`config.mk`:
```
export PLATFORM = sky130hd
export DESIGN_NAME = imem_loader_flat
export DESIGN_NICKNAME = d
export VERILOG_FILES = /design/src/rtl/imem_loader_if.sv /design/src/rtl/imem_loader.sv /design/src/flat_wrapper.sv
export SDC_FILE = /design/constraint.sdc
export NUM_CORES = 1
export LEC_CHECK = 0
export BUFFER_PORTS_ARGS = -buffer_cell sky130_fd_sc_hd__buf_2
export CORE_ASPECT_RATIO = 0.9
export CORE_MARGIN = 2
export CORE_UTILIZATION = 40
export CTS_CLUSTER_DIAMETER = 50
export DETAILED_ROUTE_END_ITERATION = 8
export GPL_TIMING_DRIVEN = 0
export HOLD_SLACK_MARGIN = 0.05
export PLACE_DENSITY = 0.7
export SYNTH_ARGS = -nofsm -noshare
export SYNTH_HDL_FRONTEND = slang
export SYNTH_SLANG_ARGS = --single-unit
```
`constraint.sdc`:
```
create_clock -name clk -period 6.9 [get_ports clk]
set_clock_uncertainty 0.2 [all_clocks]
set_input_delay 2.07 -clock clk [delete_from_list [all_inputs] [get_ports clk]]
set_output_delay 2.07 -clock clk [all_outputs]
set_load 0.1 [all_outputs]
```
`src/rtl/imem_loader_if.sv`:
```
// -----------------------------------------------------------------------------
// imem_loader_if
// Bundles the two buses of the instruction-memory loader:
//   - byte stream in : in_valid, in_data (source -> loader), in_ready (loader -> source)
//   - word write out : wr_en, wr_addr, wr_data (loader -> instruction memory)
// Modports:
//   master : the loader itself (consumes the stream, drives the write port)
//   slave  : the environment (byte source plus instruction memory)
// -----------------------------------------------------------------------------
interface imem_loader_if;
    logic        in_valid;
    logic [7:0]  in_data;
    logic        in_ready;
    logic        wr_en;
    logic [31:0] wr_addr;
    logic [31:0] wr_data;

    modport master (
        input  in_valid, in_data,
        output in_ready, wr_en, wr_addr, wr_data
    );

    modport slave (
        output in_valid, in_data,
        input  in_ready, wr_en, wr_addr, wr_data
    );
endinterface

```
`src/rtl/imem_loader.sv`:
```
// -----------------------------------------------------------------------------
// imem_loader
// Writer side of the instruction memory. Receives a byte stream of the form
//   LEN_HI LEN_LO { b0 b1 b2 b3 } * LEN  CHK
// packs each group of four little-endian bytes into a 32-bit instruction and
// issues a single-cycle word write. The CPU is held in reset (cpu_hold) for the
// whole load. The load ends in DONE when the 8-bit sum of every accepted byte
// (length and check byte included) is zero, otherwise in ERR. A length larger
// than the space above BASE_ADDR goes straight to ERR without any write.
//
// Ports:
//   clk        in   rising-edge clock
//   reset_n    in   asynchronous active-low reset
//   start      in   one-cycle pulse, starts a load from IDLE, DONE or ERR
//   bus        master modport of imem_loader_if (byte stream in, word write out)
//   cpu_hold   out  high while a load is in progress
//   done       out  sticky, load finished with a good checksum
//   error      out  sticky, length too large or checksum mismatch
// -----------------------------------------------------------------------------
module imem_loader #(
    parameter int unsigned DEPTH     = 1024,
    parameter int unsigned BASE_ADDR = 0
) (
    input  logic          clk,
    input  logic          reset_n,
    input  logic          start,
    imem_loader_if.master bus,
    output logic          cpu_hold,
    output logic          done,
    output logic          error
);

    typedef enum logic [2:0] {
        IDLE,
        LEN_HI,
        LEN_LO,
        DATA,
        WRITE,
        CHK,
        DONE,
        ERR
    } state_t;

    localparam logic [31:0] BASE      = 32'(BASE_ADDR);
    localparam logic [31:0] MAX_COUNT = 32'(DEPTH - BASE_ADDR);

    state_t      state;
    logic [15:0] count;      // length high byte while in LEN_LO, remaining words after
    logic [1:0]  byte_idx;   // position of the next data byte inside the word
    logic [23:0] word;       // lower three bytes; the fourth goes straight to wr_data
    logic [7:0]  chk;        // running sum of accepted bytes

    logic        xfer;
    logic [15:0] len_full;
    logic [7:0]  chk_sum;
    logic [15:0] count_dec;
    logic        len_too_big;

    always_comb begin
        // NOTE: every output of this block is assigned on every evaluation, so it
        // stays purely combinational; a path that skipped one would infer a latch.
        xfer        = bus.in_valid & bus.in_ready;
        len_full    = {count[15:8], bus.in_data};
        chk_sum     = chk + bus.in_data;
        count_dec   = count - 16'd1;
        len_too_big = ({16'd0, len_full} > MAX_COUNT);
    end

    always_ff @(posedge clk or negedge reset_n) begin
        if (!reset_n) begin
            // NOTE: all state here is updated with non-blocking assignments so every
            // register samples the pre-edge values, independent of statement order.
            state        <= IDLE;
            count        <= '0;
            byte_idx     <= '0;
            word         <= '0;
            chk          <= '0;
            bus.in_ready <= 1'b0;
            bus.wr_en    <= 1'b0;
            bus.wr_addr  <= BASE;
            bus.wr_data  <= '0;
            cpu_hold     <= 1'b0;
            done         <= 1'b0;
            error        <= 1'b0;
        end else begin
            // Write strobe is a single-cycle pulse, raised only on the 4th data byte.
            bus.wr_en <= 1'b0;

            case (state)
                IDLE, DONE, ERR: begin
                    if (start) begin
                        state        <= LEN_HI;
                        done         <= 1'b0;
                        error        <= 1'b0;
                        cpu_hold     <= 1'b1;
                        bus.in_ready <= 1'b1;
                        bus.wr_addr  <= BASE;
                        count        <= '0;
                        byte_idx     <= '0;
                        word         <= '0;
                        chk          <= '0;
                    end
                end

                LEN_HI: begin
                    if (xfer) begin
                        count[15:8] <= bus.in_data;
                        chk         <= chk_sum;
                        state       <= LEN_LO;
                    end
                end

                LEN_LO: begin
                    // The full length is judged in the same cycle the low byte lands.
                    if (xfer) begin
                        count <= len_full;
                        chk   <= chk_sum;
                        if (len_too_big) begin
                            state        <= ERR;
                            error        <= 1'b1;
                            cpu_hold     <= 1'b0;
                            bus.in_ready <= 1'b0;
                        end else if (len_full == 16'd0) begin
                            state <= CHK;
                        end else begin
                            state <= DATA;
                        end
                    end
                end

                DATA: begin
                    if (xfer) begin
                        chk      <= chk_sum;
                        byte_idx <= byte_idx + 2'd1;
                        case (byte_idx)
                            2'd0: word[7:0]   <= bus.in_data;
                            2'd1: word[15:8]  <= bus.in_data;
                            2'd2: word[23:16] <= bus.in_data;
                            default: begin
                                // Last byte: present the write next cycle and pause the stream.
                                state        <= WRITE;
                                bus.wr_en    <= 1'b1;
                                bus.wr_data  <= {bus.in_data, word};
                                bus.in_ready <= 1'b0;
                            end
                        endcase
                    end
                end

                WRITE: begin
                    // Write is on the bus this cycle; advance the address behind it.
                    bus.wr_addr  <= bus.wr_addr + 32'd1;
                    count        <= count_dec;
                    bus.in_ready <= 1'b1;
                    state        <= (count_dec == 16'd0) ? CHK : DATA;
                end

                CHK: begin
                    if (xfer) begin
                        bus.in_ready <= 1'b0;
                        cpu_hold     <= 1'b0;
                        chk          <= chk_sum;
                        if (chk_sum == 8'd0) begin
                            state <= DONE;
                            done  <= 1'b1;
                        end else begin
                            state <= ERR;
                            error <= 1'b1;
                        end
                    end
                end

                default: begin
                    state        <= IDLE;
                    bus.in_ready <= 1'b0;
                    cpu_hold     <= 1'b0;
                end
            endcase
        end
    end

endmodule
```
`src/flat_wrapper.sv`:
```
// flat-port wrapper written by rule: the top's interface ports become plain ports
module imem_loader_flat 
#(
    parameter int unsigned DEPTH     = 1024,
    parameter int unsigned BASE_ADDR = 0
)
  (clk, reset_n, start, cpu_hold, done, error, bus_in_valid, bus_in_data, bus_in_ready, bus_wr_en, bus_wr_addr, bus_wr_data);
  imem_loader_if bus_i ();
  input  logic clk;
  input  logic reset_n;
  input  logic start;
  output logic cpu_hold;
  output logic done;
  output logic error;
  input wire logic [$bits(bus_i.in_valid)-1:0] bus_in_valid;
  input wire logic [$bits(bus_i.in_data)-1:0] bus_in_data;
  output wire logic [$bits(bus_i.in_ready)-1:0] bus_in_ready;
  output wire logic [$bits(bus_i.wr_en)-1:0] bus_wr_en;
  output wire logic [$bits(bus_i.wr_addr)-1:0] bus_wr_addr;
  output wire logic [$bits(bus_i.wr_data)-1:0] bus_wr_data;
  assign bus_i.in_valid = bus_in_valid;
  assign bus_i.in_data = bus_in_data;
  assign bus_in_ready = bus_i.in_ready;
  assign bus_wr_en = bus_i.wr_en;
  assign bus_wr_addr = bus_i.wr_addr;
  assign bus_wr_data = bus_i.wr_data;
  imem_loader #(.DEPTH(DEPTH), .BASE_ADDR(BASE_ADDR)) u_core (.clk(clk), .reset_n(reset_n), .start(start), .bus(bus_i), .cpu_hold(cpu_hold), .done(done), .error(error));
endmodule
```
# Word level (Yosys, flattened, before mapping)
# Index checks and enable logic that the tools add are counted.
# W data, S select, Z words.
[totals] register_bits=122 in_bits=12 out_inout_bits=69 word_cells=125
[classes] add_sub_neg=4 n_lt_le_gt_ge=1 eq_ne=22 muxes=50 bitwise=3 n_reduce_logical=30
[op_table] operator="$pmux W32 S2" count=1
[op_table] operator="$mux W8" count=7
[op_table] operator="$mux W24" count=2
[op_table] operator="$pmux W24 S2" count=1
[op_table] operator="$add A32 B1 Y32 const B" count=1
[op_table] operator="$logic_not A16 Y1" count=2
[op_table] operator="$mux W32" count=1
[op_table] operator="$pmux W8 S4" count=1
[op_table] operator="$mux W3" count=9
[op_table] operator="$pmux W8 S3" count=1
[op_table] operator="$reduce_and A4 Y1" count=5
[op_table] operator="$pmux W3 S6" count=1
[op_table] operator="$mux W1" count=17
[op_table] operator="$gt A16 B11 Y1 const B" count=1
[op_table] operator="$mux W16" count=1
[op_table] operator="$ne A2 B1 Y1 const B" count=8
[op_table] operator="$pmux W8 S2" count=1
[op_table] operator="$sub A16 B1 Y16 const B" count=1
[op_table] operator="$eq A3 B3 Y1 const B" count=4
[op_table] operator="$reduce_and A3 Y1" count=4
[op_table] operator="$reduce_and A6 Y1" count=2
[op_table] operator="$ne A2 B2 Y1 const B" count=5
[op_table] operator="$reduce_bool A3 Y1" count=3
[op_table] operator="$add A8 B8 Y8" count=1
[op_table] operator="22 further kinds" count=30

# Logic depth before layout (Yosys ltp)
# Gate-level depths: netlist of the first run.
[logic_depth] ltp_word=5 ltp_mapped=9

# Least setup slack after synthesis of the first run
# No wires, ideal clock.
[synth_path] kind="input port to flip-flop" from="in bus_in_data[2]" to="reg u_core.error" setup_time_ns=0.147 arrival_time_ns=3.579 setup_slack_ns=2.974 path_stages=7 path_buffers=0 cell_sequence="ha_1 -> nor2_1 -> o31ai_1 -> and3_1 -> o31ai_1 -> nor4_1 -> a41oi_1"
[synth_via] elab_chain_cells=4 elab_cells_between_ends=6 cone_classes="add/sub (1); order compare (1); eq/ne (2); reduce/logical (2)"
[synth_rtl] element="start, declared" line_no="flat_wrapper.sv:16" text="input wire logic [$bits(bus_i.in_data)-1:0] bus_in_data;"
[synth_rtl] element="$add A8 B8 Y8" line_no="imem_loader.sv:64" text="chk_sum = chk + bus.in_data;"
[synth_rtl] element="$logic_not A8 Y1" line_no="imem_loader.sv:163" text="if (chk_sum == 8'd0) begin"
[synth_rtl] element="$ne A2 B2 Y1 (no source line)"
[synth_rtl] element="$reduce_and A6 Y1 (no source line) (*)"
[synth_rtl] element="end signal, assigned" line_no="imem_loader.sv:84" text="error <= 1'b0;"
[synth_rtl] element="end signal, assigned" line_no="imem_loader.sv:94" text="error <= 1'b0;"
[synth_rtl] element="end signal, assigned" line_no="imem_loader.sv:168" text="error <= 1'b1;"
[synth_rtl] element="end, declared" line_no="imem_loader.sv:30" text="output logic error"
# Mark *: on every way between the ends. The rest lies on a longest branch, timed or not.
# A chain may end at the register's enable or synchronous reset.

# Final worst setup path of the first run
[layout_path] from="in bus_in_data[0]" to="reg u_core.error"
# Same word-level chain as after synthesis.

==> results.sh, run 1 <==
export IMPL_core_um2=14700
export IMPL_min_path_type="flip-flop to flip-flop"
export IMPL_clock_latency_ns=0.42
export IMPL_grt_use_met3=0.0410
export IMPL_final_common_cell="dfrtp_1"
export IMPL_utilization=0.496
export IMPL_path_clk_slew_ns=0.05
export IMPL_globalplace_congestion=0.883
export IMPL_synth_largest_area_cell="dfrtp_1"
export IMPL_setup_viol=0
export IMPL_ys_warn_count=0
export IMPL_antenna_cells=0
export IMPL_synth_nets=629
export IMPL_status="finished clean"
export IMPL_synthToLayoutAreaGrowth_pct=21.9
export IMPL_post_route_drc_count=0
export IMPL_synth_area_per_cell_um2=9.91
export IMPL_cts_made_buffers=17
export IMPL_die_w_um=133
export IMPL_leakagePower_nw=3.45
export IMPL_netlist_area_um2=5960
export IMPL_hold_buffers=0
export IMPL_via_per_inst=5.68
export IMPL_cap_violations=0
export IMPL_grt_max_degree=97
export IMPL_cts_buffer_depth=2
export IMPL_hold_path_end="u_core.word[1]"
export IMPL_cts_sinks=122
export IMPL_top_usage_layer="met2"
export IMPL_grt_pass1_vias=4973
export IMPL_synth_simple_gate_area_frac=0.158
export IMPL_cp_max_fo=6
export IMPL_ys_types=55
export IMPL_r2r_end="u_core.state[1]"
export IMPL_synth_area_top_cells="dfrtp_1, mux2_2, o21ai_0"
export IMPL_routedWlPerCell_um=17.3
export IMPL_pwr_density_cell_nw_per_um2=441
export IMPL_die_h_um=120
export IMPL_min_path_cells=2
export IMPL_drive_above_1_share=0.217
export IMPL_setup_tns_final_ns=0
export IMPL_fmax_mhz=230
export IMPL_async_flop_share=1.00
export IMPL_crit_type="input pin to flip-flop"
export IMPL_synthAdderAreaFrac=0.0327
export IMPL_fin_area_um2=7270
export IMPL_synth_cells=602
export IMPL_muxShareOfSynthArea=0.0675
export IMPL_min_period_ns=4.35
export IMPL_grtUsageMet1=0.288
export IMPL_hold_start="u_core.word[1]"
export IMPL_grt_antenna_before_repair=0
export IMPL_port_buffer_count=79
export IMPL_track_usage=0.208
export IMPL_finalMaxSlewViolations=0
export IMPL_synth_edf_count=0
export IMPL_drt_total_wl_mm=15.7
export IMPL_grt_use_met2=0.321
export IMPL_worstMarginPinSlew_ns=1.00
export IMPL_worstRegToRegCells=8
export IMPL_finalHoldViolations=0
export IMPL_rsz0062_at_grt="false"
export IMPL_cp_arrival_ns=4.40
export IMPL_dr_first_iter_drc_count=430
export IMPL_die_area_um2=15900
export IMPL_endpoint_kind="flip-flop"
export IMPL_cp_required_ns=6.96
export IMPL_synth_xor_area_frac=0.0132
export IMPL_num_rows=42
export IMPL_synth_seq_cells=122
export IMPL_synth_compound_area_frac=0.188
export IMPL_cts_root_buf="clkbuf_16"
export IMPL_htree_levels=4
export IMPL_layout_worst_path_cycle_share=0.630
export IMPL_placed_area_um2=6640
export IMPL_vias=5179
export IMPL_ys_seq_area_frac=0.512
export IMPL_fin_nets=728
export IMPL_post_synth_top_area_fraction=0.512
export IMPL_cts_tree="built"
export IMPL_dr_pass1_iters=5
export IMPL_synth_main_ff_cell="dfrtp_1"
export IMPL_r2r_start="u_core.count[0]"
export IMPL_io_pins=81
export IMPL_vdd_drop_max_mv=0.223
export IMPL_final_cell_mix="dfrtp_1, buf_2, o21ai_0"
export IMPL_cts_resized=0
export IMPL_hpwl_mm=11.0
export IMPL_rrSetupSlack_ns=3.63
export IMPL_cts_setup_buffers=0
export IMPL_max_slew_margin=0.327
export IMPL_drtAntennaViolNets=0
export IMPL_crit_path_start_kind="input pin"
export IMPL_initial_core_util=0.407
export IMPL_grt_pass1_wl_mm=26.0
export IMPL_synth_top_family_by_area="compound AO/OA/AOI/OAI gates"
export IMPL_gr_total_overflow=0
[cell usage after synthesis, types with 4 or more instances]
| cell type | number |
|---|---|
| dfrtp_1 | 122 |
| o21ai_0 | 75 |
| nand2_1 | 74 |
| nor2_1 | 42 |
| mux2_2 | 34 |
| nand3_1 | 27 |
| a21oi_1 | 21 |
| clkbuf_1 | 19 |
| o31ai_1 | 16 |
| inv_1 | 15 |
| ha_1 | 14 |
| nor3_1 | 14 |
| a32oi_1 | 7 |
| and2_1 | 7 |
| nor4_1 | 7 |
| o211ai_1 | 7 |
| a22o_1 | 6 |
| and3_1 | 6 |
| nand4_1 | 6 |
| xnor2_1 | 6 |
| a21o_1 | 5 |
| a22oi_1 | 5 |
| or3_1 | 5 |
| buf_1 | 4 |
| nand2b_1 | 4 |
| o211ai_2 | 4 |
[state kept, by name, indices dropped and copies added, names as in the netlist, 2 cells and up]
register and cells:
u_core.word 24, u_core.state 3, u_core.bus.wr_data 32, u_core.bus.wr_addr 32, u_core.chk 8, u_core.byte_idx 2, u_core.count 16
[kinds of logic after synthesis]
family	count (synthesis)
adder cells (fa/ha/maj)	15
multiplexers	36
buffers and inverters	42
XOR/XNOR	9
AND/OR/NAND/NOR	203
flip-flops	122
AO/OA/AOI/OAI	175
[worst max path at each step]
stage / startpoint / slack, ns / endpoint
2_1_floorplan: bus_in_data[2] / 2.97 / u_core.error
5_1_grt: bus_in_data[0] / 2.48 / u_core.done
3_3_place_gp: reset_n / 2.06 / u_core.count[0]
4_1_cts: bus_in_data[0] / 2.67 / u_core.error
3_5_place_dp: bus_in_data[0] / 2.23 / u_core.error
6_report: bus_in_data[0] / 2.55 / u_core.error
[metrics by stage]
step	worst slack (ns)	power (mW)	std cells	hold slack (ns)
floorplan	2.97	1.93	602	0.246
global placement	2.06	2.20	879	0.261
CTS	2.67	3.20	912	0.279
global route	2.48	3.39	912	0.308
detailed placement	2.23	2.25	880	0.266
finish	2.55	3.21	912	0.281
[final cells by class]
type | instances | area, um^2
fillers | 1341 | 7390
flip-flops and latches | 122 | 3050
multi-input cells | 438 | 2740
clock buffers | 21 | 460
repair buffers | 80 | 429
well taps | 198 | 248
clock inverters | 11 | 169
plain buffers | 27 | 113
inverters | 15 | 56.3
[critical path, cell delays in order]
cell     delay [ns]
buf_2          0.17
ha_1           0.25
fa_1           0.41
xor2_1         0.20
nor4_1         0.28
o21ai_0        0.15
nor4_1         0.67
a41oi_1        0.20
[routing by layer]
layer	routed length (um)	part of all wire	vias to the layer above
met5	0	0	-
met3	1020	0.065	26
met2	7430	0.47	198
met4	263	0.017	0
met1	7020	0.45	2547
li1	-	-	2408
[power by group]
group	switching [mW]	total (mW)	internal, mW
sequential	0.124	1.00	0.878
clock	0.321	0.943	0.622
combinational	0.925	1.26	0.336
total	1.37	3.21	1.84
Note: power is estimated with default switching activity, not from simulation.
==> run 2: changes to the inputs <==
--- a/config.mk
+++ b/config.mk
@@ -5,6 +5,7 @@
 export SDC_FILE = /design/constraint.sdc
 export NUM_CORES = 1
 export LEC_CHECK = 0
+export ABC_AREA = 1
 export BUFFER_PORTS_ARGS = -buffer_cell sky130_fd_sc_hd__buf_2
 export CORE_ASPECT_RATIO = 0.9
 export CORE_MARGIN = 2
@@ -13,7 +14,7 @@
 export DETAILED_ROUTE_END_ITERATION = 8
 export GPL_TIMING_DRIVEN = 0
 export HOLD_SLACK_MARGIN = 0.05
-export PLACE_DENSITY = 0.7
+export PLACE_DENSITY = 0.72
 export SYNTH_ARGS = -nofsm -noshare
 export SYNTH_HDL_FRONTEND = slang
 export SYNTH_SLANG_ARGS = --single-unit
==> constraint.sdc (replaced) <==
create_clock -name clk -period 3.8 [get_ports clk]
set_clock_uncertainty 0.2 [all_clocks]
set_input_delay 1.14 -clock clk [delete_from_list [all_inputs] [get_ports clk]]
set_output_delay 1.14 -clock clk [all_outputs]
set_load 0.1 [all_outputs]
==> run 2 against run 1 <==
Final area is 7.3% higher. Critical endpoint is now u_core.done. Highest routed layer unchanged. Register-to-register slack got worse by 2.2 ns. Worst setup slack got worse by 1.6 ns.
==> results.sh, run 2 <==
export IMPL_status="finished clean"
export IMPL_die_area_um2=17400
export IMPL_setup_viol=0
export IMPL_ys_warn_count=0
export IMPL_core_um2=16100
export IMPL_synth_main_ff_cell="dfrtp_1"
export IMPL_final_cell_mix="nand2_1, dfrtp_1, inv_1"
export IMPL_finalMaxSlewViolations=0
export IMPL_nFillCells=1582
export IMPL_drt_total_wl_mm=16.8
export IMPL_routedWlPerCell_um=14.6
export IMPL_synth_cells=829
export IMPL_fmax_mhz=358
export IMPL_crit_path_start_kind="input pin"
export IMPL_yosys_top_cells_count="nand2_1, dfrtp_1, inv_1, nor2_1, o21ai_0"
export IMPL_setup_slack_ns=1.00
export IMPL_io_pins=81
export IMPL_synthToLayoutAreaGrowth_pct=19.4
export IMPL_grt_antenna_before_repair=0
export IMPL_worstMarginPinSlew_ns=0.585
export IMPL_die_w_um=139
export IMPL_cts_root_buf="clkbuf_16"
export IMPL_netlist_area_um2=6530
export IMPL_pwr_density_cell_nw_per_um2=713
export IMPL_final_cells=1149
export IMPL_async_flop_share=1.00
export IMPL_ys_types=41
export IMPL_num_rows=44
export IMPL_largestRegisters="u_core.bus.wr_addr x32, u_core.bus.wr_data x32, u_core.word x24"
export IMPL_max_slew_margin=0.609
export IMPL_synth_largest_area_cell="dfrtp_1"
export IMPL_post_route_drc_count=0
export IMPL_cts_sinks=122
export IMPL_cts_tree="built"
export IMPL_grt_pass1_wl_mm=28.1
export IMPL_cp_arrival_ns=2.90
export IMPL_cts_setup_buffers=0
export IMPL_dp_slack_ns=0.592
export IMPL_cts_resized=0
export IMPL_cp_max_fo=3
export IMPL_dr_first_iter_drc_count=488
export IMPL_crit_type="input pin to flip-flop"
export IMPL_vias=5874
export IMPL_antenna_cells=0
export IMPL_finalHoldViolations=0
export IMPL_path_clk_slew_ns=0.05
export IMPL_hold_ws_ns=0.283
export IMPL_synthMostInstantiatedCell="nand2_1"
export IMPL_hpwl_mm=12.3
export IMPL_cts_buffer_depth=2
export IMPL_min_path_type="flip-flop to flip-flop"
export IMPL_fin_nets=956
export IMPL_post_synth_top_area_fraction=0.468
export IMPL_final_common_cell="nand2_1"
export IMPL_grt_max_degree=80
export IMPL_vdd_drop_max_mv=0.432
export IMPL_cap_violations=0
export IMPL_htree_levels=4
export IMPL_setup_tns_final_ns=0
export IMPL_track_usage=0.202
export IMPL_via_per_inst=5.11
export IMPL_ys_seq_area_frac=0.468
export IMPL_gr_total_overflow=0
export IMPL_endpoint_kind="flip-flop"
export IMPL_drive_above_1_share=0.170
export IMPL_min_period_ns=2.80
export IMPL_synth_seq_cells=122
export IMPL_synth_area_top_cells="dfrtp_1, nand2_1, inv_1"
export IMPL_layout_worst_path_cycle_share=0.736
export IMPL_hold_buffers=0
export IMPL_initial_core_util=0.406
export IMPL_rsz0062_at_grt="false"
export IMPL_clock_latency_ns=0.42
export IMPL_synth_edf_count=0
export IMPL_grt_pass1_vias=5569
export IMPL_leakagePower_nw=3.90
export IMPL_port_buffer_count=80
export IMPL_synth_area_per_cell_um2=7.88
export IMPL_die_h_um=125
export IMPL_cts_made_buffers=17
export IMPL_synth_nets=856
export IMPL_dr_pass1_iters=5
export IMPL_globalplace_congestion=0.903
export IMPL_drtAntennaViolNets=0
export IMPL_dp_cells=1117
export IMPL_cp_required_ns=3.91
==> run 2: stage by stage <==
stage | power (mW) | utilization | cell area, um^2
4_1_cts | 5.60 | 0.485 | 7800
3_3_place_gp | 3.95 | 0.447 | 7190
3_5_place_dp | 4.01 | 0.449 | 7220
2_1_floorplan | 3.46 | - | 6530
5_1_grt | 5.97 | 0.485 | 7800
6_report | 5.56 | 0.485 | 7800
==> run 2: per-layer routing <==
metal | share of wire | global-route usage | up-vias
met5 | 0 | 0 | -
met4 | 0.014 | 0.0850 | 0
met3 | 0.056 | 0.0429 | 18
met2 | 0.44 | 0.302 | 183
met1 | 0.49 | 0.287 | 2757
li1 | - | - | 2916
==> run 2: cell type report <==
class | instances | area, um^2 | area share
repair buffers | 81 | 434 | 0.0557
inverters | 110 | 414 | 0.0531
multi-input cells | 579 | 2950 | 0.378
clock inverters | 9 | 88.8 | 0.0114
flip-flops and latches | 122 | 3050 | 0.391
well taps | 207 | 259 | 0.0332
clock buffers | 23 | 488 | 0.0626
plain buffers | 18 | 114 | 0.0146
==> run 2: worst max-delay path, cell delays in order <==
cell	delay, ns
buf_2	0.11
ha_1	0.22
fa_1	0.43
xor2_1	0.20
nor3_1	0.15
nand3_1	0.12
nor2_1	0.18
nand3_1	0.12
nand2_1	0.09
nand2_1	0.05
nand2_1	0.05
nand2_1	0.05
==> run 2: power breakdown <==
part | internal, mW | total, mW | switching [mW]
registers | 1.58 | 1.78 | 0.200
clock network | 0.969 | 1.55 | 0.584
logic | 0.680 | 2.22 | 1.54
==> run 2: logic make-up after synthesis <==
group,count (synthesis),share of synthesized area
XOR/XNOR,14,0.0188
multiplexers,7,0.0107
buffers and inverters,128,0.0809
AO/OA/AOI/OAI,137,0.117
flip-flops,122,0.468
AND/OR/NAND/NOR,406,0.275
adder cells (fa/ha/maj),15,0.0299
==> run 2: worst paths after layout <==
path                                   startpoint                      to  slack (ns)  cells after the start
min in group asynchronous                 reset_n  u_core.bus.wr_data[20]        0.44                      1
hold reg to reg            u_core.bus.wr_data[19]  u_core.bus.wr_data[19]        0.28                      2
setup / recovery                   bus_in_data[0]             u_core.done        1.00                     12
hold / removal             u_core.bus.wr_data[19]  u_core.bus.wr_data[19]        0.28                      2
max in group asynchronous                 reset_n         u_core.state[1]        2.22                      2
setup reg to reg                    u_core.chk[0]             u_core.done        1.44                     11
